## src/rtl/drawline.sv

```systemverilog
// Vertical span rasteriser: walks one column of a 4-column draw block from y_start to y_end,
// depth-tests each pixel and writes RGB565 colour and depth using saturating attribute steps.
module drawline (
    input  logic         clk,
    input  logic         rst,
    input  logic [160:0] span_data,
    input  logic         span_start,
    output logic         span_done,
    output logic [9:0]   pix_addr,
    output logic [15:0]  pix_data,
    output logic         pix_we,
    output logic [9:0]   depth_addr,
    input  logic [15:0]  depth_rddata,
    output logic [15:0]  depth_wrdata,
    output logic         depth_we
);
    typedef enum logic [1:0] {
        IDLE = 2'd0,
        READ = 2'd1,
        TEST = 2'd2
    } state_t;

    state_t      state_r;
    logic [7:0]  cur_y_r;
    logic [7:0]  y_end_r;
    logic        y_up_r;
    logic [1:0]  x_r;
    logic [23:0] cur_z_r;
    logic [24:0] nz_r;
    logic [13:0] cur_r_r;
    logic [14:0] nr_r;
    logic [14:0] cur_g_r;
    logic [15:0] ng_r;
    logic [13:0] cur_b_r;
    logic [14:0] nb_r;

    logic [23:0] sum_z_s;
    logic [23:0] sum_r_s;
    logic [23:0] sum_g_s;
    logic [23:0] sum_b_s;
    logic [15:0] zd_s;
    logic        hit_s;
    logic        unused_s;

    // Adds a sign-extended step to a w-bit unsigned field. Bit w of the wide sum is the carry
    // (positive step) or the borrow (negative step), so it alone decides clamping.
    function automatic logic [23:0] sat_add(input logic [23:0] a, input logic [24:0] d,
                                            input logic [4:0] w);
        logic [24:0] sum_v;
        logic [24:0] mask_v;
        mask_v = (25'd1 << w) - 25'd1;
        sum_v  = {1'b0, a} + d;
        if (sum_v[w]) begin
            sat_add = d[24] ? 24'd0 : mask_v[23:0];
        end else begin
            sat_add = sum_v[23:0] & mask_v[23:0];
        end
    endfunction

    // Next attribute values and the per-pixel depth test.
    always_comb begin
        sum_z_s = sat_add(cur_z_r, nz_r, 5'd24);
        sum_r_s = sat_add({10'd0, cur_r_r}, {{10{nr_r[14]}}, nr_r}, 5'd14);
        sum_g_s = sat_add({9'd0, cur_g_r}, {{9{ng_r[15]}}, ng_r}, 5'd15);
        sum_b_s = sat_add({10'd0, cur_b_r}, {{10{nb_r[14]}}, nb_r}, 5'd14);
        zd_s    = {1'b0, cur_z_r[23:9]};
        hit_s   = (state_r == TEST) && (zd_s < depth_rddata) && !rst;
    end

    assign unused_s     = ^{span_data[160:156], sum_r_s[23:14], sum_g_s[23:15], sum_b_s[23:14]};
    assign span_done    = (state_r == IDLE);
    assign depth_addr   = {x_r, cur_y_r};
    assign pix_addr     = {x_r, cur_y_r};
    assign pix_data     = {cur_r_r[13:9], cur_g_r[14:9], cur_b_r[13:9]};
    assign depth_wrdata = zd_s;
    assign pix_we       = hit_s;
    assign depth_we     = hit_s;

    // Span sequencer: latch in IDLE, then alternate READ/TEST once per row.
    always_ff @(posedge clk) begin
        if (rst) begin
            state_r <= IDLE;
            cur_y_r <= 8'd0;
            y_end_r <= 8'd0;
            y_up_r  <= 1'b0;
            x_r     <= 2'd0;
            cur_z_r <= 24'd0;
            nz_r    <= 25'd0;
            cur_r_r <= 14'd0;
            nr_r    <= 15'd0;
            cur_g_r <= 15'd0;
            ng_r    <= 16'd0;
            cur_b_r <= 14'd0;
            nb_r    <= 15'd0;
        end else begin
            case (state_r)
                IDLE: begin
                    if (span_start) begin
                        cur_y_r <= span_data[155:148];
                        y_end_r <= span_data[147:140];
                        y_up_r  <= (span_data[155:148] < span_data[147:140]);
                        x_r     <= span_data[139:138];
                        cur_z_r <= span_data[137:114];
                        nz_r    <= span_data[113:89];
                        cur_r_r <= span_data[88:75];
                        nr_r    <= span_data[74:60];
                        cur_g_r <= span_data[59:45];
                        ng_r    <= span_data[44:29];
                        cur_b_r <= span_data[28:15];
                        nb_r    <= span_data[14:0];
                        state_r <= READ;
                    end else begin
                        state_r <= IDLE;
                    end
                end
                READ: begin
                    state_r <= TEST;
                end
                TEST: begin
                    if (cur_y_r == y_end_r) begin
                        state_r <= IDLE;
                    end else begin
                        cur_y_r <= y_up_r ? (cur_y_r + 8'd1) : (cur_y_r - 8'd1);
                        cur_z_r <= sum_z_s;
                        cur_r_r <= sum_r_s[13:0];
                        cur_g_r <= sum_g_s[14:0];
                        cur_b_r <= sum_b_s[13:0];
                        state_r <= READ;
                    end
                end
                default: begin
                    state_r <= IDLE;
                end
            endcase
        end
    end
endmodule

```

## config.mk

```make
export PLATFORM = sky130hd
export DESIGN_NAME = drawline
export DESIGN_NICKNAME = d
export VERILOG_FILES = /design/src/rtl/drawline.sv
export SDC_FILE = /design/constraint.sdc
export NUM_CORES = 1
export LEC_CHECK = 0
export CAP_MARGIN = 20
export CORE_ASPECT_RATIO = 1.25
export CORE_UTILIZATION = 56
export DETAILED_ROUTE_END_ITERATION = 12
export GPL_TIMING_DRIVEN = 0
export PLACE_DENSITY = 0.92
export SLEW_MARGIN = 20
export SYNTH_ARGS = -nofsm -noshare
export SYNTH_HDL_FRONTEND = slang
export SYNTH_SLANG_ARGS = --single-unit
export TNS_END_PERCENT = 1
```

## constraint.sdc

```tcl
create_clock -name clk -period 8.6 [get_ports clk]
set_clock_uncertainty 0.05 [all_clocks]
set_input_delay 1.29 -clock clk [delete_from_list [all_inputs] [get_ports clk]]
set_output_delay 1.29 -clock clk [all_outputs]
set_load 0.005 [all_outputs]
```

* Word-level counts from Yosys, hierarchy flattened
Cells that the tools add are included.
Storage, ports and cells: bits of input ports 180, register bits after elaboration 159, word-level logic and storage cells 60, output and inout port bits 55
Cells by class: muxes and demuxes 27, equal/unequal tests 5, add/sub/neg operators 6, $lt $le $gt $ge 2, reductions and logical operators 7
Operator list (count):
- two-way mux 14 bit | 8
- two-way mux 24 bit | 4
- two-way mux 15 bit | 4
- one-hot mux 14 bit (2 select lines) | 2
- one-hot mux 24 bit (2 select lines) | 1
- adder 15 bit | 2
- one-hot mux 15 bit (2 select lines) | 1
- adder 24 x 25 -> 25 bit | 1
- two-way mux 8 bit | 3
- adder 16 bit | 1
- less-than comparator 15 x 16 -> 1 bit | 1
- one-hot mux 8 bit (2 select lines) | 1
- adder 8 x 1 -> 8 bit (second input constant) | 1
- equality test 8 bit | 1
- less-than comparator 8 bit | 1
- subtractor 8 x 1 -> 8 bit (second input constant) | 1
- one-hot mux 2 bit (3 select lines) | 1
- != test 2 bit (second input constant) | 2
- AND reduction 3 bit | 1
- equality test 2 x 1 -> 1 bit (second input constant) | 1
- equality test 2 bit (second input constant) | 1
- logical AND 1 bit | 2
- zero test 2 bit | 1
- two-way mux 1 bit | 2
- other kinds (3) | 3

* Depth between registers and ports, before layout
depth in word-level cells 4, depth in mapped cells 14, depth with buffers taken out 12

* Worst setup path before layout
OpenSTA, ideal clock, no wires.
kind input to output, start point input depth_rddata[1], end point output pix_we, slack 4.385 ns, cell stages on the path 11, arrival 2.875 ns, buffers on the path 1, required time 7.260 ns, cell sequence inv_1 -> ha_1 -> a21o_1 -> a21o_1 -> a21o_1 -> a21o_1 -> a21oi_1 -> o21ai_0 -> a41oi_1 -> a21o_1 -> buf_4
Between the ends: longest elaborated chain between the ends 3
RTL lines:
- start, declared | RTL line 13 | input logic [15:0] depth_rddata,
- less-than comparator 15 x 16 -> 1 bit | RTL line 67 | hit_s = (state_r == TEST) && (zd_s < depth_rddata) && !rst;
- logical AND 1 bit (2 in series) | RTL line 67
- end, declared | RTL line 11 | output logic pix_we,
No other way between the ends.

* Final worst setup path
Same ends and word-level chain as after synthesis.

==> results.json <==
{
  "status": "finished, final reports clean",
  "grt_overflow_total": 0,
  "viasPerCell": 6.05,
  "p_leak_nw": 5.99,
  "avgSynthCellArea_um2": 7.78,
  "port_buffers": 228,
  "core_um2": 19500,
  "clock_path_buffers": 2,
  "p_clk_share_pct": 30.8,
  "hold_end": "y_up_r",
  "maxCapViolations": 0,
  "syn-instance-count": 1429,
  "grt_usage_pct": 37.4,
  "cpMaxStageDelayCell": "clkdlybuf4s50_1",
  "synth_fp_nets": 1708,
  "holdPathStages": 2,
  "area_delta_synth_final_pct": 28.3,
  "crit_arrival_ns": 4.06,
  "cp_common_cell": "a21o_1",
  "drive_gt1_share_pct": 6.57,
  "cts_root_buf": "clkbuf_16",
  "fmax_ghz": 0.185,
  "synth.top_cell.area_share_pct": 28.6,
  "end_kind": "output pin",
  "seq_power_share_pct": 37.5,
  "timing.final.crit_period_ns": 5.40,
  "r2r_cells": 9,
  "r2r-end": "cur_y_r[2]",
  "grt_pass1_vias": 11782,
  "synthArstFlopShare_pct": 0,
  "min_from": "y_up_r",
  "wl_per_cell_um": 19.3,
  "cts_tree": "yes",
  "numCtsBuffers": 17,
  "tns_ns": 0,
  "p_comb_share_pct": 31.7,
  "cp_max_fo": 2,
  "hold_violations": 0,
  "cp.buffers_inverters": 4,
  "start_util_pct": 57.1,
  "die_w_um": 128,
  "use_met3_pct": 6.85,
  "post-dp-hpwl_um": 28400,
  "cts_setup_buffers": 0,
  "cp.required_ns": 7.26,
  "synth_warnings": 0,
  "met2_usage_pct": 63.9,
  "hp-class": "flip-flop to flip-flop",
  "dieArea_um2": 20400,
  "tightest_slew_ns": 0.999,
  "power.density_nw_per_um2": 161,
  "grt_max_degree": 17,
  "clk_pin_slew_worst_paths_ns": 0.07,
  "ys_types": 83,
  "period_share_pct": 62.8,
  "worstSetupPathType": "input port to output pin",
  "power_w": 0.00229,
  "drt_wl_total_um": 37800,
  "switching_share_pct": 33.6,
  "insertion_delay_ns": 0.44,
  "p_int_w": 0.00152,
  "die_y_um": 160,
  "critPathMaxStageDelay_ns": 0.49,
  "htreeDepth": 4,
  "synth_most_common_cell": "nand2_1",
  "synth_edf_count": 0,
  "antenna_found_initial": 0,
  "path_cells": "clkdlybuf4s50_1 -> inv_1 -> ha_1 -> a21o_1 -> a21o_1 -> a21o_1 -> a21o_1 -> a21oi_1 -> o21ai_0 -> a41oi_1 -> a21o_1 -> buf_4 -> clkdlybuf4s50_1",
  "final_max_slew_viol_count": 0,
  "peakVddDrop_uv": 149,
  "r2r_start": "cur_y_r[1]",
  "rsz0062_at_grt": "false",
  "gp_congestion": 0.986,
  "ant_nets": 0,
  "hold_ws_ns": 0.413,
  "grt_pass1_wl_um": 59100,
  "critPathLaunchType": "input port",
  "synth_flop_cell": "dfxtp_1",
  "drc": 0,
  "drt-initial-drc-count": 1035,
  "synth_area_leader_cell": "dfxtp_1",
  "n_antenna_cell": 0,
  "num_vias": 11822,
  "numClockSinks": 159,
  "synth.area.top_cells": "dfxtp_1 (29%), ha_1 (11%), a21oi_1 (8.4%)",
  "cts_hold_buf": 0,
  "drt_first_pass_iters": 8,
  "cts_resized": 0,
  "maxSlewHeadroom_pct": 33.4,
  "finalSetupViolCount": 0,
  "rows": 57,
  "power_switching_w": 0.000771,
  "netlist_area_um2": 11100,
  "use_met1_pct": 42.0,
  "yosys-top-cells-count": "nand2_1 (235), a21oi_1 (186), dfxtp_1 (159)",
  "io_pins": 235,
  "num-nets-final": 1955,
  "r2r_slack_ns": 5.20,
  "ys_seq_area_share_pct": 28.6,
  "grt-busiest-layer": "met2",
  "crit_family": "compound AO/OA/AOI/OAI gates",
  "ys_seq_elements": 159
}
worst max path at each step:
stage	depth (start not counted)	endpoint	startpoint	slack (ns)
after floorplan	11	pix_we	depth_rddata[1]	4.39
after global placement	13	pix_we	depth_rddata[1]	3.19
after detailed placement	13	pix_we	depth_rddata[1]	3.19
after CTS	13	pix_we	depth_rddata[1]	3.17
after global routing	13	pix_we	depth_rddata[1]	3.05
final	13	pix_we	depth_rddata[1]	3.20
cells in the final DEF, fill, tap and decap left out, types with 31 or more instances in the layout:
cell,instances
nand2_1,235
clkdlybuf4s50_1,228
a21oi_1,186
dfxtp_1,159
ha_1,94
nor2_1,83
o21ai_0,76
clkbuf_1,73
inv_1,59
maj3_1,50
buf_4,44
xor2_1,33
a21o_1,31
cell families after synthesis:
| family | after synthesis | synth area share (%) |
|---|---|---|
| AOI/OAI and AO/OA | 450 | 25.9 |
| buffers and inverters | 189 | 8.08 |
| DFF | 159 | 28.6 |
| adders and majority gates | 151 | 16.2 |
| other | 1 | 0.0337 |
| and+or+nand+nor | 414 | 16.0 |
| xor gates and xnor gates | 63 | 4.96 |
| muxes | 2 | 0.180 |
per-stage QoR:
step / instance area (µm²) / util (%) / setup WS [ns] / cells
final: 14300 / 73.3 / 3.20 / 1954
after global routing: 14300 / 73.3 / 3.05 / 1954
after CTS: 14300 / 73.3 / 3.17 / 1954
after detailed placement: 13700 / 70.5 / 3.19 / 1922
after global placement: 13700 / 70.5 / 3.19 / 1922
after floorplan: 11100 / - / 4.39 / 1429
final cells by class:
cell class                 instances  area (µm²)
clock buffer                      17         425
buffer                           128         669
multi-input combinational       1081        7040
fill                            1522        5200
timing repair buffer             228        2280
clock inverter                    15         111
inverter                          61         229
tap                              265         332
sequential                       159        3180
state kept, by name, indices dropped and copies added (netlist names), 8 cells and up:
register and count:
nz_r 25, y_end_r 8, cur_z_r 24, cur_y_r 8, cur_r_r 14, cur_g_r 15, nr_r 15, cur_b_r 14
ng_r 16, nb_r 15
metal layers:
metal,vias up,share of wire [%]
met5,-,0
met4,0,6.9
met3,212,8.7
met2,716,48
met1,5418,36
li1,5476,-
worst reg2reg max path, cell delays in order, from the launching register on:
cell and delay, ns:
dfxtp_1 0.51, xor2_1 0.20, nor4_1 0.10, a21oi_2 0.52, or2_2 0.21, clkbuf_1 0.30, clkbuf_1 0.47, clkbuf_1 0.58
o211ai_1 0.20, a21oi_1 0.18
power groups by stage:
stage	clock [W]	sequential (W)	combinational, W
2_1_floorplan	0	0.000851	0.000452
3_3_place_gp	0	0.000871	0.000688
3_5_place_dp	0	0.000873	0.000707
4_1_cts	0.000704	0.000857	0.000714
5_1_grt	0.000735	0.000865	0.000791
6_report	0.000705	0.000860	0.000728
Note: power is estimated with default switching activity, not from simulation.
